--- src/rtl/kbd_pkg.sv ---
// Shared constants for the memory-mapped keyboard controller: register
// indices, status bit positions and the bus-response FSM encoding.
package kbd_pkg;

  localparam logic [1:0] KBD_IDX_STAT = 2'd0;
  localparam logic [1:0] KBD_IDX_KEY  = 2'd1;

  localparam int KBD_STAT_NEMPTY = 0;
  localparam int KBD_STAT_FULL   = 1;
  localparam int KBD_STAT_OVF    = 2;
  localparam int KBD_STAT_IRQEN  = 3;
  localparam int KBD_STAT_CNT    = 8;

  typedef enum logic {
    KBD_IDLE = 1'b0,
    KBD_RESP = 1'b1
  } kbd_state_t;

endpackage

--- src/rtl/kbd_fifo.sv ---
// Scan-code FIFO: natural-wrap pointers plus an occupancy count. A push into a
// full FIFO is dropped, with fullness judged before any same-edge pop.
module kbd_fifo #(
  parameter int FIFO_DEPTH = 4,
  parameter int CNT_W      = 5,
  parameter int DATA_W     = 8
) (
  input  logic              clk,
  input  logic              rst,
  input  logic              push,
  input  logic              pop,
  input  logic [DATA_W-1:0] din,
  output logic [DATA_W-1:0] dout,
  output logic [CNT_W-1:0]  count,
  output logic              full,
  output logic              empty
);

  localparam int PTR_W = $clog2(FIFO_DEPTH);

  logic [DATA_W-1:0] mem [FIFO_DEPTH];
  logic [PTR_W-1:0]  rd_ptr;
  logic [PTR_W-1:0]  wr_ptr;
  logic              do_push;
  logic              do_pop;

  assign full    = (count == CNT_W'(FIFO_DEPTH));
  assign empty   = (count == '0);
  assign do_push = push && !full;
  assign do_pop  = pop && !empty;
  assign dout    = mem[rd_ptr];

  // Storage carries no reset; only pointers and count define validity.
  always_ff @(posedge clk) begin
    if (do_push) begin
      mem[wr_ptr] <= din;
    end
  end

  always_ff @(posedge clk or posedge rst) begin
    if (rst) begin
      rd_ptr <= '0;
      wr_ptr <= '0;
      count  <= '0;
    end else begin
      if (do_push) begin
        wr_ptr <= wr_ptr + PTR_W'(1);
      end
      if (do_pop) begin
        rd_ptr <= rd_ptr + PTR_W'(1);
      end
      if (do_push && !do_pop) begin
        count <= count + CNT_W'(1);
      end else if (do_pop && !do_push) begin
        count <= count - CNT_W'(1);
      end
    end
  end

endmodule

--- src/rtl/kbd_ctrl.sv ---
// Keyboard controller bus responder: decodes the 16-byte window, serves status
// reads and key pops through a two-state IDLE/RESP handshake, drives a level irq.
module kbd_ctrl
  import kbd_pkg::*;
#(
  parameter logic [31:0] BASE_ADDR  = 32'hC000_0000,
  parameter int          FIFO_DEPTH = 4,
  parameter int          CNT_W      = 5
) (
  input  logic        clk,
  input  logic        rst,
  input  logic        key_strobe,
  input  logic [7:0]  key_code,
  input  logic        bus_req,
  input  logic        bus_wr,
  input  logic [31:0] bus_addr,
  input  logic [31:0] bus_wdata,
  output logic [31:0] bus_rdata,
  output logic        bus_ack,
  output logic        kbd_irq
);

  kbd_state_t       state;
  kbd_state_t       state_nxt;
  logic             hit;
  logic [1:0]       idx;
  logic             pop;
  logic             stat_wr;
  logic [31:0]      rdata_nxt;
  logic [31:0]      rdata_p1;
  logic             ovf;
  logic             irq_en;
  logic             irq_q;
  logic [7:0]       fifo_dout;
  logic [CNT_W-1:0] fifo_count;
  logic             fifo_full;
  logic             fifo_empty;
  logic             unused_bits;

  assign unused_bits = ^{bus_addr[1:0], bus_wdata[31:4], bus_wdata[1:0]};

  function automatic logic [31:0] pack_stat(input logic nempty, input logic full,
                                            input logic ovf_b, input logic irq_en_b,
                                            input logic [CNT_W-1:0] cnt);
    logic [31:0] s;
    s = '0;
    s[KBD_STAT_NEMPTY]        = nempty;
    s[KBD_STAT_FULL]          = full;
    s[KBD_STAT_OVF]           = ovf_b;
    s[KBD_STAT_IRQEN]         = irq_en_b;
    s[KBD_STAT_CNT +: CNT_W]  = cnt;
    return s;
  endfunction

  kbd_fifo #(
    .FIFO_DEPTH (FIFO_DEPTH),
    .CNT_W      (CNT_W),
    .DATA_W     (8)
  ) u_fifo (
    .clk   (clk),
    .rst   (rst),
    .push  (key_strobe),
    .pop   (pop),
    .din   (key_code),
    .dout  (fifo_dout),
    .count (fifo_count),
    .full  (fifo_full),
    .empty (fifo_empty)
  );

  assign hit = bus_req && (bus_addr[31:4] == BASE_ADDR[31:4]);
  assign idx = bus_addr[3:2];

  always_ff @(posedge clk or posedge rst) begin
    if (rst) begin
      state <= KBD_IDLE;
    end else begin
      state <= state_nxt;
    end
  end

  always_comb begin
    state_nxt = state;
    rdata_nxt = '0;
    pop       = 1'b0;
    stat_wr   = 1'b0;
    case (state)
      KBD_IDLE: begin
        if (hit) begin
          state_nxt = KBD_RESP;
          if (bus_wr) begin
            stat_wr = (idx == KBD_IDX_STAT);
          end else if (idx == KBD_IDX_STAT) begin
            rdata_nxt = pack_stat(!fifo_empty, fifo_full, ovf, irq_en, fifo_count);
          end else if (idx == KBD_IDX_KEY) begin
            // An empty FIFO answers 0; a same-edge push is not bypassed.
            rdata_nxt = fifo_empty ? 32'd0 : {24'd0, fifo_dout};
            pop       = !fifo_empty;
          end
        end
      end
      KBD_RESP: begin
        state_nxt = KBD_IDLE;
      end
      default: begin
        state_nxt = KBD_IDLE;
      end
    endcase
  end

  // Response stage: read data captured when the request is accepted.
  always_ff @(posedge clk) begin
    if (state == KBD_IDLE && hit) begin
      rdata_p1 <= rdata_nxt;
    end
  end

  // Overflow set outranks a same-edge software clear.
  always_ff @(posedge clk or posedge rst) begin
    if (rst) begin
      ovf    <= 1'b0;
      irq_en <= 1'b0;
      irq_q  <= 1'b0;
    end else begin
      ovf   <= (ovf && !(stat_wr && bus_wdata[KBD_STAT_OVF])) || (key_strobe && fifo_full);
      irq_q <= irq_en && (fifo_count != '0);
      if (stat_wr) begin
        irq_en <= bus_wdata[KBD_STAT_IRQEN];
      end
    end
  end

  assign bus_ack   = (state == KBD_RESP);
  assign bus_rdata = bus_ack ? rdata_p1 : 32'd0;
  assign kbd_irq   = irq_q;

endmodule

--- config.mk ---
export PLATFORM = sky130hd
export DESIGN_NAME = kbd_ctrl
export DESIGN_NICKNAME = d
export VERILOG_FILES = /design/src/rtl/kbd_pkg.sv /design/src/rtl/kbd_fifo.sv /design/src/rtl/kbd_ctrl.sv
export SDC_FILE = /design/constraint.sdc
export NUM_CORES = 1
export LEC_CHECK = 0
export BUFFER_PORTS_ARGS = -buffer_cell sky130_fd_sc_hd__buf_2
export CELL_PAD_IN_SITES_DETAIL_PLACEMENT = 0
export CELL_PAD_IN_SITES_GLOBAL_PLACEMENT = 1
export CORE_MARGIN = 2
export CORE_UTILIZATION = 39
export CTS_BUF_LIST = sky130_fd_sc_hd__clkbuf_8
export CTS_CLUSTER_DIAMETER = 60
export DETAILED_ROUTE_END_ITERATION = 7
export GPL_ROUTABILITY_DRIVEN = 0
export PLACE_DENSITY = 0.9
export SKIP_CTS_REPAIR_TIMING = 1
export SLEW_MARGIN = 20
export SYNTH_ARGS = -nofsm -noshare
export SYNTH_HDL_FRONTEND = slang
export SYNTH_SLANG_ARGS = --single-unit
--- constraint.sdc ---
create_clock -name clk -period 3.54 [get_ports clk]
set_input_delay 0.354 -clock clk [delete_from_list [all_inputs] [get_ports clk]]
set_output_delay 0.354 -clock clk [all_outputs]
set_load 0.005 [all_outputs]
# After elaboration in Yosys (flattened, before gate mapping)
# Memory sizes are Yosys's and may differ from the RTL's.
# Index checks and enable logic that the tools add are counted.
# classes
n_mux	18
mul	0
bitwise	3
div_mod_pow	0
n_shift	0
order_cmp	0
n_reduce_logical	23
eq_ne	3
addsub	4
# ops
cell	count
two-way mux 32 bit	1
equality test 28 bit, second input constant	1
two-way mux 8 bit	2
two-way mux 13 bit	1
two-way mux 1 bit	11
logical AND 1 bit	10
two-way mux 5 bit	2
OR reduction 6 bit	1
adder 5 x 1 -> 5 bit, second input constant	1
equality test 5 x 3 -> 1 bit, second input constant	1
zero test 1 bit	5
zero test 5 bit	1
nonzero test 5 bit	1
OR reduction 5 bit	1
subtractor 5 x 1 -> 5 bit, second input constant	1
adder 2 x 1 -> 2 bit, second input constant	2
NOT 1 bit	3
OR reduction 3 bit	1
equality test 2 x 1 -> 1 bit, second input constant	1
zero test 2 bit	1
one-hot mux 1 bit (2 select lines)	1
nonzero test 2 bit	1
logical OR 1 bit	1
# word_totals
ram_bits	32
in_bits	77
latch_bits	0
reg_bits	45
mem_bits_ro	0
out_inout_bits	34
word_cells	62
n_memories	1
# mem_list
memory	depth	word_bits	read_ports	rd_clocked_by_memory_dff	write_ports	line	text
u_fifo.mem	4	8	1	0	1	kbd_fifo.sv:21	logic [DATA_W-1:0] mem [FIFO_DEPTH];

# Longest topological paths before layout
# Gate-level depths: netlist of run 1.
# logic_depth
depth_word	11
ltp_mapped	11
ltp_nobuf	11

# By module
# Synthesis of run 1 repeated with hierarchy kept, for this count alone.
# unflattened
cells_unflattened	191
area_unflattened_um2	2801.4
# modules_own_cells
module	area_each_um2	seq_area_each_um2	cells_per_inst	n_inst
kbd_fifo	1765.4	1186.1	101	1
kbd_ctrl	1036.0	490.5	90	1

# Worst setup path after synthesis of run 1
# OpenSTA, ideal clock, no wires.
# synth_path
path_kind	register to register
from	register u_fifo.count[3]
to	register u_fifo.count[4]
path_slack_ps	844
t_required_ps	3460
stages_incl_launch_ff	12
arrival_time_ps	2616
path_buffers	0
period_less_slack_ps	2696
setup_time_ps	80
path_cell_list	dfrtp_1 -> or4_1 -> o211ai_2 -> nor3_4 -> inv_1 -> ha_1 -> inv_1 -> fa_1 -> a21o_1 -> a21oi_1 -> mux2i_1 -> xnor2_1
# synth_via
elab_chain_cells	11
elab_cells_between_ends	20
cone_classes	add/sub (2); eq/ne (1); mux (7); reduce/logical (10)
# synth_rtl
element	line	text
start, declared	kbd_fifo.sv:14	output logic [CNT_W-1:0] count,
start signal, assigned	kbd_fifo.sv:53	count <= count + CNT_W'(1);
start signal, assigned	kbd_fifo.sv:55	count <= count - CNT_W'(1);
zero test 5 bit	kbd_fifo.sv:28	assign empty = (count == '0);
zero test 1 bit	kbd_fifo.sv:30, kbd_ctrl.sv:98	
two-way mux 1 bit	kbd_ctrl.sv:95	end else if (idx == KBD_IDX_KEY) begin
two-way mux 1 bit	kbd_ctrl.sv:93	end else if (idx == KBD_IDX_STAT) begin
two-way mux 1 bit	kbd_ctrl.sv:91	if (bus_wr) begin
two-way mux 1 bit	kbd_ctrl.sv:89	if (hit) begin
two-way mux 1 bit	kbd_ctrl.sv:87	case (state)
logical AND 1 bit	kbd_fifo.sv:30	assign do_pop = pop && !empty;
zero test 1 bit	kbd_fifo.sv:52	if (do_push && !do_pop) begin
logical AND 1 bit	kbd_fifo.sv:52	
two-way mux 5 bit / nonzero test 2 bit (equally long branches)	n/a	
# Several ways; a longest one is shown, not always the timed one. The select of a mux whose other input is x is not followed.
# A chain may end at the register's enable or synchronous reset.

# Final worst setup path of run 1
# layout_path
from	register state (netlist: bus_ack)
to	register u_fifo.count[4]
# layout_via
elab_chain_cells	5
elab_cells_between_ends	7
cone_classes	mux (2); reduce/logical (5)
# layout_rtl
element	line	text
start, declared	kbd_ctrl.sv:23	kbd_state_t state;
start signal, assigned	kbd_ctrl.sv:78	state <= state_nxt;
two-way mux 1 bit *	kbd_ctrl.sv:87	
logical AND 1 bit *	kbd_fifo.sv:30	
zero test 1 bit	kbd_fifo.sv:52	
logical AND 1 bit	kbd_fifo.sv:52	
two-way mux 5 bit / nonzero test 2 bit (equally long branches)	n/a	
# Every way passes the cells marked *; elsewhere a longest branch is shown, timed or not.

==> impl_results.md, run 1 <==
* Power Internal at between 0.001 and 0.0015 W
* Final setup viols at 0
* CP max-delay cell: dfrtp_1
* CP peak stage delay at between 500 and 600 ps
* Tcrit/Tclk final at 82.9%
* Final wirelength at 4910 um
* Synth top area cells: edfxtp_1, dfrtp_1, mux4_2, buf_4, and2_1
* Synth Area in XOR/XNOR at approximately 2.2%
* Cells after Synth at between 150 and 200
* Num rows at 30
* Vias in the first global route at roughly 1600
* Yosys reg bits at 58
* Multi-input gate area at 997 um^2
* Hold Crit Class: input port to async pin
* Filler instances at approximately 630
* IO Pins at about 110
* Post-DP HPWL at between 3000 and 4000 um
* RSZ-0062 raised after global routing: no
* First-pass GRT wire length at about 8000 um
* FFs w/ async S/R, synth at about 22%
* Post-Synth Simple-Gate Area at 14.9%
* Pwr dens at roughly 550 mW/mm^2
* Routed wire per std cell at approximately 14 um
* Most used DFF post-synth: edfxtp_1
* Maximum clock rate at 341 MHz
* Mux share of post-synthesis cell area at about 7.6%
* Met1 Usage GRT at between 10 and 15%
* Vias at approximately 1700
* CTS Buf Count at 9
* Worst VDD drop at 0.289 mV
* # diodes at 0
* Sw power at approximately 0.00050 W
* Crit path time final at just under 3000 ps
* Storage cell area at approximately 0.0017 mm^2
* Ys Warns at 0
* Hold Fails Final Rpt at 0
* # H-tree levels at 3
* EDFF count, synth at 45
* Total GRT Usage at between 10 and 15%
* Switching Fraction at 27.2%
* Worst Path Buf+Inv at 2
* Die ar. at 0.00785 mm^2
* Sequential Power Share at between 50 and 60%
* TritonRoute pass-1 iters at 4
* Worst setup SP type: flip-flop
* Area leader, netlist: edfxtp_1
* Clock network fraction of total power at between 30% and 40%
* Pleak at approximately 1.4 nW
* Fin. max-slew vios at 0
* TritonCTS clock tree: yes
* Initial antenna violation count at 0
* Area of placed instances at between 0.003 and 0.004 mm^2
* Remaining Overflow, GRT at 0
* Met3 Resource Use GR at between 5 and 6%
* Post-synth cell types at 41
* Mean Syn Cell Area at approximately 15 um^2
* Post-Synth Adder-Cell Area at under 10%
* DRC at 0
* Top delay family on crit path: simple AND/OR/NAND/NOR gates
* Clock-pin slew on the worst setup and hold paths at 60 ps
* Total power at ~0.0018 W
* Nets at between 300 and 400
* Yosys top cell area share at 48.4%
* Combinational cell fraction of total power at ~18%
* Data arrival time of the critical path at roughly 3200 ps
* Starting Density at 40.6%
* Sequential fraction of the synthesis area at approximately 60%
* Slew margin rel. at around 60%
* CP Cell Sequence: nor4_4 -> nand4_4 -> nor3_4 -> inv_1 -> ha_1 -> inv_1 -> ha_1 -> a21o_1 -> a21oi_1 -> mux2i_1 -> xnor2_1
* Die height at 88.6 um
* Cell area after layout at between 0.003 and 0.004 mm^2
* CP Class: flip-flop to flip-flop
* Layout cells sized above 1 at about two fifths
* Post-synthesis compound-gate area fraction at around 4.1%
* Sink Count at 58
* Grt met2 use at roughly 25%
* Worst-path maximum fanout at 15
* Largest net degree at the start of global routing at 16
* Clock Tree Buf Depth at 2
* Vias per cell at 4.70
* CP Data Required Time at between 3000 and 4000 ps
* PortBufs at between 50 and 60
* Core area at about 0.0069 mm^2
* Max cap viols at 0
* Skew-Pair Late Insertion Delay at 340 ps
* Setup TNS at 0 ps
* Slew @ Worst Pin at about 600 ps
* Crit path capture type: flip-flop
* Chip width at approximately 89 um
* Top Usage Layer GRT: met2
* Status: finished, final reports clean
* Largest family of logic cells by synthesized area: simple AND/OR/NAND/NOR gates
* Cell Area, Synth at about 0.0028 mm^2
* ANT nets after route at 0
* Area delta synth->final at 18.5%
* CTS Root Cell: clkbuf_8
* Iteration-0 DRC Markers at slightly below 60
* Setup Skew at around 5.6 ps
==> synthesized netlist by cell type, types with 2 or more instances <==
cell type  count
buf_4         19
mux4_2         8
ha_1           8
o21ai_0        3
inv_1          6
and2_2         7
xor2_1         2
dfrtp_1       13
mux2_2         2
edfxtp_1      45
clkbuf_1       4
xnor2_1        5
nor4_1         5
nor2_1         6
a21oi_1        2
nand3_1        2
nand2_1        5
and2_1        19
nor4b_4        2
a21o_1         2
==> cells in the final DEF (no fill, tap or decap), types with 2 or more instances in the layout <==
cell type	count
buf_2	59
edfxtp_1	45
and2_1	19
conb_1	19
dfrtp_1	13
inv_1	9
clkbuf_8	9
mux4_2	8
ha_1	8
and2_2	7
nor2_1	6
nand2_1	5
nor4_1	5
xnor2_1	5
o21ai_0	3
clkinv_2	3
a21o_1	2
a21oi_1	2
xor2_1	2
nor4b_4	2
mux2_2	2
nand3_1	2
buf_4	2
==> power groups by stage <==
| stage | sequential [W] | clock (W) | combinational [W] |
|---|---|---|---|
| floorplan | 0.000920 | 0 | 0.000268 |
| global placement | 0.000943 | 0 | 0.000314 |
| detailed placement | 0.000954 | 0 | 0.000329 |
| CTS | 0.000940 | 0.000583 | 0.000331 |
| global route | 0.000952 | 0.000614 | 0.000373 |
| finish | 0.000938 | 0.000561 | 0.000325 |
==> worst reg2reg max path, delay by kind of cell (launching register included) <==
family	cells	cell delay (ps)
xor gates and xnor gates	1	130
adders and majority gates	2	510
AOI/OAI and AO/OA	2	390
DFF	1	530
buffers and inverters	2	220
and+or+nand+nor	3	840
muxes	1	250
==> sequential cells by signal (all words and copies together), names as in the netlist <==
name	cells
ovf	1
kbd_irq	1
u_fifo.mem	32
u_fifo.rd_ptr	2
u_fifo.count	5
rdata_p1	13
bus_ack	1
irq_en	1
u_fifo.wr_ptr	2
==> layer usage <==
| metal | vias to the layer above | share of wire [%] |
|---|---|---|
| met3 | 11 | 8.6 |
| met5 | - | 0 |
| met2 | 81 | 49 |
| li1 | 780 | - |
| met1 | 786 | 41 |
| met4 | 0 | 1.9 |
==> path summary, 6_finish.rpt <==
kind | start | cells after the start | slack, ps | to
hold reg to reg | ovf$_DFF_PP0_ | 2 | 500 | ovf$_DFF_PP0_
max in group asynchronous | rst | 2 | 3070 | u_fifo.count[4]$_DFFE_PP0P_
hold / removal | rst | 2 | 70 | u_fifo.wr_ptr[0]$_DFFE_PP0P_
setup / recovery | bus_ack$_DFF_PP0_ | 11 | 610 | u_fifo.count[4]$_DFFE_PP0P_
min in group clk | key_code[7] | 1 | 230 | u_fifo.mem[2][7]$_DFFE_PP_
setup reg to reg | bus_ack$_DFF_PP0_ | 11 | 610 | u_fifo.count[4]$_DFFE_PP0P_
==> cells by family (layout without fill, tap and decap cells) <==
family | count (synthesis) | after routing
muxes | 11 | 11
adders and majority gates | 9 | 9
xor gates and xnor gates | 7 | 7
and+or+nand+nor | 55 | 55
DFF | 58 | 58
other | 1 | 19
AOI/OAI and AO/OA | 15 | 15
buffers and inverters | 30 | 83
==> area by class of cell <==
type | count | share of cell area, %
Inverter | 6 | 0.681
Sequential cell | 58 | 50.7
Clock inverter | 7 | 1.70
Clock buffer | 9 | 3.75
Tap cell | 96 | 3.63
Timing Repair Buffer | 61 | 9.38
Multi-Input combinational cell | 116 | 30.2
==> per-stage QoR <==
step	util, %	worst slack, ps	hold slack [ps]	cells
after global placement	45.5	613	437	337
after CTS	48.1	533	80.6	353
after detailed placement	45.5	565	455	337
final	48.1	605	71.3	353
after floorplan	-	844	231	204
after global routing	48.1	330	106	353
Power figures use the tool's default switching activity.
==> run 2: changes to the inputs <==
--- a/config.mk
+++ b/config.mk
@@ -9,12 +9,12 @@
 export CELL_PAD_IN_SITES_DETAIL_PLACEMENT = 0
 export CELL_PAD_IN_SITES_GLOBAL_PLACEMENT = 1
 export CORE_MARGIN = 2
-export CORE_UTILIZATION = 39
+export CORE_UTILIZATION = 36
 export CTS_BUF_LIST = sky130_fd_sc_hd__clkbuf_8
 export CTS_CLUSTER_DIAMETER = 60
 export DETAILED_ROUTE_END_ITERATION = 7
 export GPL_ROUTABILITY_DRIVEN = 0
-export PLACE_DENSITY = 0.9
+export PLACE_DENSITY = 0.88
 export SKIP_CTS_REPAIR_TIMING = 1
 export SLEW_MARGIN = 20
 export SYNTH_ARGS = -nofsm -noshare
==> constraint.sdc (replaced) <==
create_clock -name clk -period 2.5 [get_ports clk]
set_input_delay 0.25 -clock clk [delete_from_list [all_inputs] [get_ports clk]]
set_output_delay 0.25 -clock clk [all_outputs]
set_load 0.005 [all_outputs]
==> impl_results.md, run 2 (synthesized netlist as in run 1, its figures left out) <==
* # diodes at 0 (unchanged)
* Num rows at 32 (was 30)
* Final wirelength at 5120 um (was 4910 um)
* Pleak at 1.51 nW (was 1.41 nW)
* Setup ws final at -119 ps (was 605 ps)
* CP Cell Sequence: or4_4 -> o211ai_4 -> nor3_4 -> inv_1 -> ha_2 -> inv_4 -> fa_2 -> a21o_1 -> a21oi_2 -> mux2i_1 -> xnor2_1 (was nor4_4 -> nand4_4 -> nor3_4 -> inv_1 -> ha_1 -> inv_1 -> ha_1 -> a21o_1 -> a21oi_1 -> mux2i_1 -> xnor2_1)
* Remaining Overflow, GRT at 0 (unchanged)
* Setup Skew at 4.68 ps (was 5.65 ps)
* Final setup viols at 1 (was 0)
* Final Non-Filler Cells at 377 (was 353)
* Slew margin rel. at 64.7% (was 60.0%)
* Crit path launch: u_fifo.count[1]$_DFFE_PP0P_ (was bus_ack$_DFF_PP0_)
* Worst setup SP type: flip-flop (unchanged)
* Initial antenna violation count at 0 (unchanged)
* CP Data Required Time at 2760 ps (was 3800 ps)
* Setup TNS at -119 ps (was 0 ps)
* Wire length on met1 at 2010 um (unchanged)
* Slew @ Worst Pin at 530 ps (was 600 ps)
* Maximum clock rate at 382 MHz (was 341 MHz)
* Reg-to-reg critical path startpoint: u_fifo.count[1]$_DFFE_PP0P_ (was bus_ack$_DFF_PP0_)
* Pwr dens at 836 mW/mm^2 (was 551 mW/mm^2)
* Area delta synth->final at 26.7% (was 18.5%)
* Vias in the first global route at 1740 (was 1648)
* Vias at 1729 (was 1658)
* CTS Root Cell: clkbuf_8 (unchanged)
* RSZ-0062 raised after global routing: yes (was no)
* CP Class: flip-flop to flip-flop (unchanged)
* Top flop regs: u_fifo.mem: 32 flops, rdata_p1: 13 flops, u_fifo.count: 5 flops (unchanged)
* CP peak stage delay at 560 ps (was 530 ps)
* Status: finished with violations (was finished, final reports clean)
* Max FFs per register at 32 (unchanged)
* CP max-delay cell: or4_4 (was dfrtp_1)
* Reg2reg end: u_fifo.count[4]$_DFFE_PP0P_ (unchanged)
* # H-tree levels at 3 (unchanged)
* DRC at 0 (unchanged)
* Switching Fraction at 25.6% (was 27.2%)
* Setup slack, reg-to-reg at -120 ps (was 610 ps)
* Layout cells sized above 1 at 45.5% (was 39.3%)
* Most frequent cells in the layout: buf_2, edfxtp_1, buf_4 (was buf_2, edfxtp_1, and2_1, conb_1, dfrtp_1)
* CTS Buf Count at 9 (unchanged)
* Nets at 357 (was 338)
* Reg2Reg Depth at 11 (unchanged)
* Sequential Power Share at 43.4% (was 51.4%)
* Power Internal at 0.00220 W (was 0.00133 W)
* Data arrival time of the critical path at 2880 ps (was 3190 ps)
* TritonCTS clock tree: yes (unchanged)
* ANT nets after route at 0 (unchanged)
* Die ar. at 0.00847 mm^2 (was 0.00785 mm^2)
* Vias per cell at 4.59 (was 4.70)
* Worst hold path endpoint: u_fifo.mem[0][5]$_DFFE_PP_
* Routed wire per std cell at 13.6 um (was 13.9 um)
* Routed met2 length at 2490 um (was 2390 um)
* Met3 WL at 517 um (was 420 um)
* Hold path start: key_code[5]
* Post-placement worst setup slack at -155 ps (was 565 ps)
* Chip width at 92.1 um (was 88.6 um)
* Sink Count at 58 (unchanged)
* Iteration-0 DRC Markers at 62 (was 59)
* Most common cell after layout, fill and taps aside: buf_2 (unchanged)
* Max layer used: met4 (unchanged)
* First-pass GRT wire length at 8090 um (was 7780 um)
* Fin. max-slew vios at 0 (unchanged)
* Worst VDD drop at 0.292 mV (was 0.289 mV)
* Clock-pin slew on the worst setup and hold paths at 60 ps (about the same)
* Hold Fails Final Rpt at 0 (unchanged)
* Hold Path Depth at 1
* TritonRoute pass-1 iters at 4 (unchanged)
* Clock network fraction of total power at 34.1% (was 30.7%)
* Die height at 92.1 um (was 88.6 um)
* Crit path capture type: flip-flop (unchanged)
* Tcrit/Tclk final at 105% (was 82.9%)
* Max cap viols at 0 (unchanged)
* Skew-Pair Late Insertion Delay at 330 ps (was 340 ps)
* Crit path time final at 2620 ps (was 2930 ps)
* Starting Density at 36.7% (was 40.6%)
* Most flop-heavy register: u_fifo.mem (unchanged)
* IO Pins at 111 (unchanged)
* Worst-path maximum fanout at 5 (was 15)
* Clock Tree Buf Depth at 2 (unchanged)
* Worst Path Buf+Inv at 2 (unchanged)
* Post-DP HPWL at 3870 um (was 3650 um)
* Largest net degree at the start of global routing at 15 (was 16)
* Combinational cell fraction of total power at 22.5% (was 17.8%)
* PortBufs at 59 (unchanged)
* Core area at 0.00761 mm^2 (was 0.00687 mm^2)
* Total GRT Usage at 12.9% (was 14.0%)
* Sw power at 0.000758 W (was 0.000497 W)
* Cell Count Post-Placement at 359 (was 337)
* Failing checks: setup timing
* Hold Crit Class: input port to flip-flop (was input port to async pin)
* Top delay family on crit path: simple AND/OR/NAND/NOR gates (unchanged)
[run 2: changes by cell type in the layout (fill, tap and decap cells not counted), sizes merged]
cell,before,now
inv,9,6
bufinv,1,3
dlygate4sd3,0,1
buf,61,79
[run 2: per-stage QoR]
| stage | util [%] | hold slack [ps] | total power, W | cell area (um^2) |
|---|---|---|---|---|
| CTS | 46.1 | -40.4 | 0.00297 | 3500 |
| detailed placement | 43.0 | 325 | 0.00196 | 3270 |
| global route | 46.5 | 127 | 0.00312 | 3540 |
| finish | 46.5 | 131 | 0.00296 | 3540 |
| floorplan | - | 127 | 0.00171 | 2880 |
| global placement | 43.0 | 311 | 0.00191 | 3270 |
[run 2: layout make-up]
| type | instances | area (um^2) |
|---|---|---|
| Clock inverter | 6 | 106 |
| Tap cell | 102 | 128 |
| Clock buffer | 9 | 124 |
| Multi-Input combinational cell | 116 | 1020 |
| Timing Repair Buffer | 80 | 455 |
| Fill cell | 676 | 4070 |
| Inverter | 6 | 25.0 |
| Sequential cell | 58 | 1680 |
[run 2: worst max-delay path by stage]
stage                                             end  slack (ps)  depth (start not counted)
after CTS                 u_fifo.count[4]$_DFFE_PP0P_        -190                         11
after global routing      u_fifo.count[4]$_DFFE_PP0P_        -290                         11
after floorplan           u_fifo.count[4]$_DFFE_PP0P_        -110                         11
final                     u_fifo.count[4]$_DFFE_PP0P_        -120                         11
after global placement    u_fifo.count[4]$_DFFE_PP0P_        -140                         11
after detailed placement  u_fifo.count[4]$_DFFE_PP0P_        -160                         11
[run 2: per-layer routing]
layer / track usage (%) / vias up
li1: - / 815
met1: 14.2 / 816
met2: 21.4 / 88
met3: 4.52 / 10
met4: 7.59 / 0
met5: 0 / -
[run 2: power groups by stage]
stage               Sequential (W)  Clock [W]  Combinational, W
floorplan                  0.00131          0          0.000402
global placement           0.00129          0          0.000622
detailed placement         0.00130          0          0.000657
CTS                        0.00129    0.00102          0.000661
global route               0.00130    0.00107          0.000749
finish                     0.00128    0.00101          0.000665
